## src/rtl/note_sequencer.sv

```systemverilog
// One-shot tone player: latches a one-hot note select, plays a square wave
// for a note-dependent number of ticks, then an optional silent gap.
module note_sequencer #(
  parameter int CLK_HZ    = 100_000_000,
  parameter int TICK_HZ   = 100,
  parameter int QUARTER   = 25,
  parameter int HALF      = 50,
  parameter int WHOLE     = 100,
  parameter int GAP_TICKS = 5
) (
  input  logic       clk,
  input  logic       rst,
  input  logic [7:0] note_sel,
  input  logic       start,
  input  logic       stop,
  output logic       speaker,
  output logic       busy,
  output logic       done,
  output logic       sel_err,
  output logic [2:0] note_idx
);

  function automatic int max2(input int a, input int b);
    return (a > b) ? a : b;
  endfunction

  localparam int TICK_DIV = CLK_HZ / TICK_HZ;
  localparam int HP_MAX   = CLK_HZ / (2 * 261);
  localparam int DUR_MAX  = max2(max2(QUARTER, HALF), max2(WHOLE, GAP_TICKS));
  localparam int TONE_W   = (HP_MAX > 1) ? $clog2(HP_MAX) : 1;
  localparam int PRE_W    = (TICK_DIV > 1) ? $clog2(TICK_DIV) : 1;
  localparam int DUR_W    = $clog2(DUR_MAX + 1);

  typedef logic [TONE_W-1:0] tone_t;
  typedef logic [PRE_W-1:0]  pre_t;
  typedef logic [DUR_W-1:0]  dur_t;
  typedef enum logic [1:0] {IDLE, PLAY, GAP} state_t;

  // Half-period minus one, so the tone counter compares against its last value.
  localparam tone_t HP_M1 [8] = '{
    tone_t'(CLK_HZ / (2 * 261) - 1), tone_t'(CLK_HZ / (2 * 293) - 1),
    tone_t'(CLK_HZ / (2 * 329) - 1), tone_t'(CLK_HZ / (2 * 349) - 1),
    tone_t'(CLK_HZ / (2 * 392) - 1), tone_t'(CLK_HZ / (2 * 440) - 1),
    tone_t'(CLK_HZ / (2 * 493) - 1), tone_t'(CLK_HZ / (2 * 523) - 1)
  };

  localparam pre_t PRE_LAST = pre_t'(TICK_DIV - 1);
  localparam dur_t DUR_ONE  = dur_t'(1);
  localparam dur_t GAP_LEN  = dur_t'(GAP_TICKS);

  function automatic dur_t dur_of(input logic [2:0] idx);
    if (idx <= 3'd3)      return dur_t'(QUARTER);
    else if (idx <= 3'd6) return dur_t'(HALF);
    else                  return dur_t'(WHOLE);
  endfunction

  state_t     state;
  tone_t      tone_cnt;
  pre_t       pre_cnt;
  dur_t       dur_cnt;
  logic [2:0] sel_idx;
  logic       sel_valid;
  logic       tick;
  logic       tone_hit;

  always_comb begin
    sel_idx = '0;
    for (int i = 0; i < 8; i++) begin
      if (note_sel[i]) sel_idx = 3'(i);
    end
  end

  assign sel_valid = (note_sel != '0) && ((note_sel & (note_sel - 8'd1)) == '0);
  assign tick      = (pre_cnt == PRE_LAST);
  assign tone_hit  = (tone_cnt == HP_M1[note_idx]);

  // NOTE: all state below uses <= so every register sees pre-edge values,
  // independent of statement order inside the block.
  always_ff @(posedge clk or posedge rst) begin
    // NOTE: every register, including note_idx, is reset; there is no memory here
    // whose reset could be skipped.
    if (rst) begin
      state    <= IDLE;
      speaker  <= 1'b0;
      busy     <= 1'b0;
      done     <= 1'b0;
      sel_err  <= 1'b0;
      note_idx <= '0;
      tone_cnt <= '0;
      pre_cnt  <= '0;
      dur_cnt  <= '0;
    end else begin
      done    <= 1'b0;
      sel_err <= 1'b0;
      case (state)
        IDLE: begin
          if (start && !stop) begin
            if (sel_valid) begin
              note_idx <= sel_idx;
              tone_cnt <= '0;
              pre_cnt  <= '0;
              dur_cnt  <= dur_of(sel_idx);
              speaker  <= 1'b0;
              busy     <= 1'b1;
              state    <= PLAY;
            end else begin
              sel_err <= 1'b1;
            end
          end
        end
        PLAY: begin
          if (stop) begin
            state    <= IDLE;
            speaker  <= 1'b0;
            busy     <= 1'b0;
            tone_cnt <= '0;
            pre_cnt  <= '0;
            dur_cnt  <= '0;
          end else begin
            if (tone_hit) begin
              speaker  <= ~speaker;
              tone_cnt <= '0;
            end else begin
              tone_cnt <= tone_cnt + 1'b1;
            end
            if (tick) begin
              pre_cnt <= '0;
              if (dur_cnt == DUR_ONE) begin
                // Final tick: silence and leave PLAY; a zero-length gap finishes here.
                speaker  <= 1'b0;
                tone_cnt <= '0;
                if (GAP_TICKS == 0) begin
                  state   <= IDLE;
                  busy    <= 1'b0;
                  done    <= 1'b1;
                  dur_cnt <= '0;
                end else begin
                  state   <= GAP;
                  dur_cnt <= GAP_LEN;
                end
              end else begin
                dur_cnt <= dur_cnt - 1'b1;
              end
            end else begin
              pre_cnt <= pre_cnt + 1'b1;
            end
          end
        end
        GAP: begin
          speaker <= 1'b0;
          if (stop) begin
            state   <= IDLE;
            busy    <= 1'b0;
            pre_cnt <= '0;
            dur_cnt <= '0;
          end else if (tick) begin
            pre_cnt <= '0;
            if (dur_cnt == DUR_ONE) begin
              state   <= IDLE;
              busy    <= 1'b0;
              done    <= 1'b1;
              dur_cnt <= '0;
            end else begin
              dur_cnt <= dur_cnt - 1'b1;
            end
          end else begin
            pre_cnt <= pre_cnt + 1'b1;
          end
        end
        default: state <= IDLE;
      endcase
    end
  end

endmodule

```

## config.mk

```make
export PLATFORM = sky130hd
export DESIGN_NAME = note_sequencer
export DESIGN_NICKNAME = d
export VERILOG_FILES = /design/src/rtl/note_sequencer.sv
export SDC_FILE = /design/constraint.sdc
export NUM_CORES = 1
export LEC_CHECK = 0
export ABC_AREA = 0
export BUFFER_PORTS_ARGS = -buffer_cell sky130_fd_sc_hd__buf_2
export CAP_MARGIN = 20
export CORE_AREA = 2 2 95 97
export CTS_CLUSTER_SIZE = 12
export DETAILED_ROUTE_END_ITERATION = 8
export DIE_AREA = 0 0 97 99
export SYNTH_ARGS = -nofsm -noshare
export SYNTH_HDL_FRONTEND = slang
export SYNTH_SLANG_ARGS = --single-unit
```

## constraint.sdc

```tcl
create_clock -name clk -period 2.8 [get_ports clk]
set_input_delay 0.14 -clock clk [delete_from_list [all_inputs] [get_ports clk]]
set_output_delay 0.14 -clock clk [all_outputs]
set_load 0.005 [all_outputs]
```

==> results of run 1 <==
## logic make-up after synthesis
group / after synthesis / share of synthesized area
DFF: 54 / 0.355
adders and majority gates: 11 / 0.0362
xor gates and xnor gates: 10 / 0.0230
AOI/OAI and AO/OA: 137 / 0.254
buffers and inverters: 40 / 0.0490
and+or+nand+nor: 201 / 0.273
muxes: 3 / 0.00888
## layer usage
metal	track usage	vias up
met5	0	-
met4	0.0607	0
met3	0.0270	11
met2	0.342	78
met1	0.286	1624
li1	-	1754
## cells in the mapped netlist (4+ instances only)
master    instances  share of area
nand2_1          39          0.038
o21ai_0          39          0.051
a21o_1            4         0.0079
nor2b_1          10          0.016
nor2_1           42          0.041
nand3_1          26          0.034
xnor2_1           5          0.012
nor3_1           22          0.029
buf_2             7         0.0092
a22o_1            5          0.012
and3_1            8          0.013
ha_1             11          0.036
dfrtp_1          54           0.36
nor4_1            7          0.012
xor2_1            5          0.012
a21oi_1          19          0.025
nor3b_1           4         0.0079
nand4_1           8          0.013
o31ai_1          18          0.036
or3_1             6         0.0099
clkbuf_1         11          0.011
inv_1            17          0.017
nand2b_1          6         0.0099
a22o_2            4          0.011
nand4b_1          4         0.0092
a221o_1           4          0.011
and2_1            6         0.0099
## power by group through the flow
| stage | Combinational, uW | Clock [uW] | Sequential (uW) |
|---|---|---|---|
| floorplan | 650 | 0 | 944 |
| global placement | 864 | 0 | 959 |
| detailed placement | 880 | 0 | 963 |
| CTS | 886 | 450 | 946 |
| global route | 1030 | 482 | 964 |
| finish | 910 | 428 | 949 |
## path summary, 6_finish.rpt
check / slack [ns] / end
min in group asynchronous: 0.32 / tone_cnt[11]
worst max register to register: 0.20 / tone_cnt[7]
max in group asynchronous: 1.83 / dur_cnt[0]
worst min-delay path: 0.05 / done
worst max-delay path: 0.20 / tone_cnt[7]
worst min register to register: 0.52 / dur_cnt[6]
## sequential cells by signal (all words and copies together), names as in the netlist, 2 cells and up
register  count
tone_cnt     18
note_idx      3
state         2
dur_cnt       7
pre_cnt      20
## repair_timing
item,CTS,global route
hold buffers,1,0
endpoints found under the hold margin,13,0
endpoints found under the setup margin,0,15
gates resized for setup,0,5
## worst max-delay path, delay by kind of cell (launching register included)
family | cells | cell delay [ns]
compound gates | 4 | 1.23
simple gates | 3 | 0.83
flops | 1 | 0.42
## per-stage QoR
stage	utilization	total power, uW	setup WS, ns	instances
floorplan	-	1590	0.0465	456
global placement	0.481	1820	0.222	586
detailed placement	0.481	1840	0.142	586
CTS	0.491	2280	0.116	594
global route	0.494	2480	0.0376	594
finish	0.494	2290	0.195	594
## cell type report
cell class,count,area [um^2]
Timing Repair Buffer,46,303
Inverter,17,63.8
Clock buffer,7,76.3
Fill cell,826,4320
Tap cell,108,135
Multi-Input combinational cell,362,2300
Sequential cell,54,1350
==> reports/qor.yml, run 1 <==
synth_cells: 456
drive_gt1_frac: 0.160
cp_max_fo: 7
p_int_uw: 1430
clk_pin_slew_worst_paths_ns: 0.10
min_period_ns: 2.60
pwr-share-comb: 0.398
cts_setup_buffers: 0
grt_pass1_wl_um: 16300
syn_area_per_cell_um2: 8.34
placed_area_mm2: 0.00412
run_status: "finished clean"
routed_wl_um: 9390
syn2layout_area_growth_pct: 11.1
cp-end-kind: "flip-flop"
final_nets: 509
synth_warnings: 0
rsz0062_at_grt: "no"
p_seq_frac: 0.415
die-area_mm2: 0.00960
p_per_area_mw_per_mm2: 541
finish.instance_area_mm2: 0.00423
worst-endpoint-arrival_ns: 2.80
antenna_cells: 0
hpwl_um: 6930
die_w_um: 97
cts_tree: "yes"
syn-num-nets: 479
drtIter0Drc: 180
drt_pass1_iterations: 4
layout_commonest_cell: "dfrtp_1"
die_h_um: 99
worst-r2r-cell-count: 7
grt_pass1_vias: 3297
setup_viol: 0
final_cell_mix: "dfrtp_1, nor2_1, nand2_1, o21ai_0, buf_4"
max-cap-violations: 0
routed.top_layer: "met4"
cpPeakStageDelay_ns: 0.42
worstHoldStart: "stop"
vias: 3467
dr_wl_met2_um: 4480
io_pins: 19
routedWlPerCell_um: 15.8
crit_type: "reg2reg"
final_max_slew_viol_count: 0
num_rows: 34
synth_area_mm2: 0.00380
peakVddDrop_mv: 0.348
grt_max_degree: 26
crit_required_ns: 2.99
core_area_mm2: 0.00855
ys_seq_area_frac: 0.355
antenna_found_initial: 0
skew_ns: 0.00913
synth_cell_types: 67
synth_edf_count: 0
hold_class: "in2reg"
crit_chain: "or3b_1 > a2111oi_2 > a31oi_1 > a2111o_1 > nor3_4 > nor2_1 > a221o_1"
cpMaxStageDelayCell: "dfrtp_1"
leakage_uw: 0.00174
drc: 0
period_share: 0.930
start_util: 0.445
hold_ws_ns: 0.0523
cts_sinks: 54
gp_congestion: 0.867
swShare: 0.376
setup_tns_ns: 0
rr_startpoint: "note_idx[0]"
max-clock-path-buffers: 2
ys_seq_elements: 54
htree_levels: 2
power_switching_uw: 860
worst_setup_path_start_kind: "flip-flop"
wl_met3_um: 326
hold_viol: 0
clkPwrFrac: 0.187
worstHoldPathCells: 2
async_flop_share: 1.00
synthFlopType: "dfrtp_1"
cts_buffers: 5
cp-startpoint: "note_idx[0]"
insertion_delay_ns: 0.31
wl_met1_um: 4430
tightestPinTransition_ns: 0.798
ant_nets: 0
placement.io_buffers: 18
cts_root_buf: "clkbuf_8"
maxSlewHeadroom: 0.465
grt_overflow_total: 0
fmax_mhz: 384
viasPerCell: 5.84
grt_util_all_layers: 0.207
Power figures use the tool's default switching activity.
==> run 2, diff against run 1 <==
Clock period 2.8 ns to 2.29 ns, I/O delays scaled along.
==> reports/qor.yml, run 2 (synthesized netlist as in run 1, its figures left out) <==
grt_overflow_total: 0
die_w_um: 97
cp-end-kind: "flip-flop"
ant_nets: 0
cts_sinks: 54
num_rows: 34
viasPerCell: 5.77
leakage_uw: 0.00212
cts_root_buf: "clkbuf_8"
worst_setup_path_start_kind: "flip-flop"
min_period_ns: 2.51
dr_wl_met2_um: 5390
hold_viol: 0
n_fill_cell: 745
final_cell_mix: "buf_4, dfrtp_1, nand2_1"
fmax_mhz: 399
routedWlPerCell_um: 16.2
crit_type: "reg2reg"
die-area_mm2: 0.00960
max-cap-violations: 0
final_cells: 661
antenna_found_initial: 0
rsz0062_at_grt: "yes"
multi_input_area_mm2: 0.00249
maxSlewHeadroom: 0.561
largest-register: "pre_cnt"
wl_met1_um: 4830
grt_pass1_vias: 3698
worstHoldPathCells: 2
insertion_delay_ns: 0.31
layout_commonest_cell: "buf_4"
htree_levels: 2
worstHoldStart: "stop"
clk_pin_slew_worst_paths_ns: 0.10
gp_congestion: 0.875
final_max_slew_viol_count: 0
syn2layout_area_growth_pct: 31.8
hold_path_end: "done"
hpwl_um: 7600
peakVddDrop_mv: 0.452
core_area_mm2: 0.00855
io_pins: 19
routed_wl_um: 10700
drt_pass1_iterations: 5
setup_slack_ns: -0.219
antenna_cells: 0
grt_pass1_wl_um: 18000
worst-endpoint-arrival_ns: 2.71
drc: 0
crit_required_ns: 2.49
routed.top_layer: "met4"
r2r_slack_ns: -0.22
largest_reg_flops: 20
p_per_area_mw_per_mm2: 641
wl_met3_um: 358
worst-r2r-cell-count: 11
drive_gt1_frac: 0.320
max-clock-path-buffers: 2
grt_util_all_layers: 0.226
rr_startpoint: "note_idx[1]"
final_nets: 576
dp.cells: 636
grt_max_degree: 26
setup_tns_ns: -3.08
period_share: 1.10
hold_ws_ns: 0.0297
skew_ns: 0.00573
top_regs: "pre_cnt: 20 flops, tone_cnt: 18 flops, dur_cnt: 7 flops"
drtIter0Drc: 188
start_util: 0.445
regArea_mm2: 0.00136
violations: "negative setup slack"
setup_viol: 19
run_status: "finished with violations"
tightestPinTransition_ns: 0.652
placement.io_buffers: 18
hold_class: "in2reg"
cp_max_fo: 7
cts_buffers: 5
vias: 3812
rr_endpoint: "tone_cnt[15]"
cts_tree: "yes"
die_h_um: 99
[run 2: cell type report]
type	instances	area share
repair buffers	112	0.177
inverters	17	0.0132
clock buffers	7	0.0152
flip-flops and latches	54	0.270
multi-input cells	363	0.497
well taps	108	0.0270
[run 2: stage by stage]
step	instance area (um^2)	total power [uW]	util	worst slack [ns]
2_1_floorplan	3870	2010	-	-0.318
3_3_place_gp	4530	2420	0.530	-0.241
3_5_place_dp	4530	2440	0.530	-0.282
4_1_cts	4790	3110	0.560	-0.207
5_1_grt	5010	3440	0.586	-0.320
6_report	5010	3210	0.586	-0.219
[run 2: worst max-delay path by stage]
stage           startpoint           end  depth (start not counted)
2_1_floorplan  note_idx[0]   tone_cnt[5]                          9
3_3_place_gp   note_idx[0]  tone_cnt[15]                          9
3_5_place_dp   note_idx[0]  tone_cnt[10]                          8
4_1_cts        note_idx[0]  tone_cnt[15]                         10
5_1_grt        note_idx[0]  tone_cnt[15]                         12
6_report       note_idx[1]  tone_cnt[15]                         11
[run 2: repair_timing]
action | 4_1_cts | 5_1_grt
setup endpoints to repair | 42 | 45
setup buffers | 10 | 6
cloned | 0 | 1
pin swaps | 16 | 12
hold endpoints to repair | 23 | 0
gates resized for setup | 18 | 53
hold buffers | 1 | 0
[run 2: power breakdown]
| part | total [uW] | internal, uW | switching, uW | leakage (uW) |
|---|---|---|---|---|
| Clock | 534 | 212 | 322 | 0.0000383 |
| Combinational | 1500 | 732 | 771 | 0.00136 |
| Sequential | 1180 | 1060 | 117 | 0.000719 |
| Total | 3210 | 2000 | 1210 | 0.00212 |
[run 2: per-layer routing]
| metal | up-vias | track usage |
|---|---|---|
| li1 | 1897 | - |
| met1 | 1818 | 0.307 |
| met2 | 87 | 0.388 |
| met3 | 10 | 0.0284 |
| met4 | 0 | 0.0531 |
| met5 | - | 0 |
[run 2: worst max-delay path, cell delays in order, from the launching register on]
cell,delay [ns]
dfrtp_2,0.46
inv_2,0.10
ha_4,0.23
buf_12,0.14
a22oi_2,0.16
a31oi_1,0.11
or3_4,0.40
nor3_4,0.21
buf_12,0.15
buf_8,0.11
nor2_2,0.03
a221o_2,0.29
==> run 3, diff against run 2 <==
Clock period 2.29 ns to 3 ns, I/O delays scaled along.
==> reports/qor.yml, run 3 (synthesized netlist as in run 1, its figures left out) <==
run_status: "finished clean"
cp_max_fo: 12
skew_ns: 0.00601
final_cell_mix: "dfrtp_1, nor2_1, nand2_1, o21ai_0, nand3_1"
hold_viol: 0
placed_area_mm2: 0.00405
top_regs: "pre_cnt: 20 flops, tone_cnt: 18 flops, dur_cnt: 7 flops"
drc: 0
dp_worst_setup_slack_ns: 0.307
crit_required_ns: 3.24
post_cts_resized: 0
worst_setup_path_start_kind: "flip-flop"
worst-endpoint-arrival_ns: 3.01
cts_buffers: 5
leakage_uw: 0.00171
cp-startpoint: "note_idx[1]"
core_area_mm2: 0.00855
max-cap-violations: 0
setup_tns_ns: 0
fmax_mhz: 362
grt_pass1_vias: 3255
drt_pass1_iterations: 5
hpwl_um: 6830
layout_commonest_cell: "dfrtp_1"
syn2layout_area_growth_pct: 8.72
viasPerCell: 5.92
cts_root_buf: "clkbuf_8"
io_pins: 19
worst-r2r-cell-count: 9
p_seq_frac: 0.424
start_util: 0.445
drive_gt1_frac: 0.138
tightestPinTransition_ns: 0.838
maxSlewHeadroom: 0.438
final_max_slew_viol_count: 0
power_switching_uw: 778
crit_end: "tone_cnt[0]"
largest-register: "pre_cnt"
die_h_um: 99
finish.instance_area_mm2: 0.00414
placement.io_buffers: 18
grt_overflow_total: 0
period_share: 0.921
ant_nets: 0
r2r_slack_ns: 0.24
antenna_found_initial: 0
rsz0062_at_grt: "no"
crit_type: "reg2reg"
grt_util_all_layers: 0.199
postCtsHoldBufs: 1
clk_pin_slew_worst_paths_ns: 0.09
p_per_area_mw_per_mm2: 504
final_nets: 501
die-area_mm2: 0.00960
largest_reg_flops: 20
cp-end-kind: "flip-flop"
num_rows: 34
die_w_um: 97
max-clock-path-buffers: 2
setup_viol: 0
routed_wl_um: 9320
antenna_cells: 0
routedWlPerCell_um: 15.9
cts_tree: "yes"
rr_endpoint: "tone_cnt[0]"
hold_class: "in2reg"
drtIter0Drc: 163
grt_pass1_wl_um: 15700
grt_max_degree: 35
htree_levels: 2
rr_startpoint: "note_idx[1]"
clkPwrFrac: 0.189
cts_setup_buffers: 0
pwr-share-comb: 0.387
insertion_delay_ns: 0.31
min_period_ns: 2.76
swShare: 0.373
vias: 3468
peakVddDrop_mv: 0.249
cts_sinks: 54
p_int_uw: 1310
gp_congestion: 0.846
setup_slack_ns: 0.237
==> run 3: changes by cell type in the layout (fill, tap and decap cells not counted), sizes merged <==
cell  change
buf      -74
a21o      -1
==> run 3: layer usage <==
metal / global-route usage / vias up / routed length (um)
li1: - / 1735 / -
met1: 0.264 / 1639 / 4290
met2: 0.335 / 79 / 4510
met3: 0.0326 / 15 / 344
met4: 0.0607 / 0 / 182
met5: 0 / - / 0
==> run 3: area by class of cell <==
| cell class | instances | area, um^2 |
|---|---|---|
| clock buffers | 7 | 76.3 |
| repair buffers | 38 | 243 |
| fillers | 854 | 4420 |
| flip-flops and latches | 54 | 1350 |
| inverters | 17 | 63.8 |
| well taps | 108 | 135 |
| multi-input cells | 362 | 2270 |
==> run 3: metrics by stage <==
stage | hold WS (ns) | utilization | total power, uW | cells
after floorplan | 0.220 | - | 1480 | 456
after global placement | 0.201 | 0.474 | 1680 | 578
after detailed placement | 0.198 | 0.474 | 1690 | 578
after CTS | 0.0546 | 0.484 | 2100 | 586
after global routing | 0.0628 | 0.484 | 2250 | 586
final | 0.0643 | 0.484 | 2080 | 586
==> run 3: power by group through the flow <==
stage                     registers, uW  clock network [uW]  logic [uW]
after floorplan                     881                   0         596
after detailed placement            898                   0         797
after global routing                894                 436         916
final                               884                 395         806
after CTS                           883                 412         805
after global placement              896                   0         786
==> run 3: how the worst min path moves through the flow <==
stage	cells past startpoint	start	endpoint	slack (ns)
2_1_floorplan	1	stop	done	0.22
3_3_place_gp	2	rst	tone_cnt[1]	0.20
6_report	2	stop	done	0.06
5_1_grt	2	stop	done	0.06
4_1_cts	2	stop	done	0.05
3_5_place_dp	2	rst	tone_cnt[1]	0.20
==> run 3: worst max-delay path, stage by stage (launching register included) <==
cell	delay, ns
dfrtp_1	0.43
inv_1	0.08
ha_1	0.34
buf_4	0.18
nor3b_1	0.14
o32ai_1	0.32
a2111o_1	0.19
nor3_4	0.06
nor3_2	0.68
mux2_2	0.29
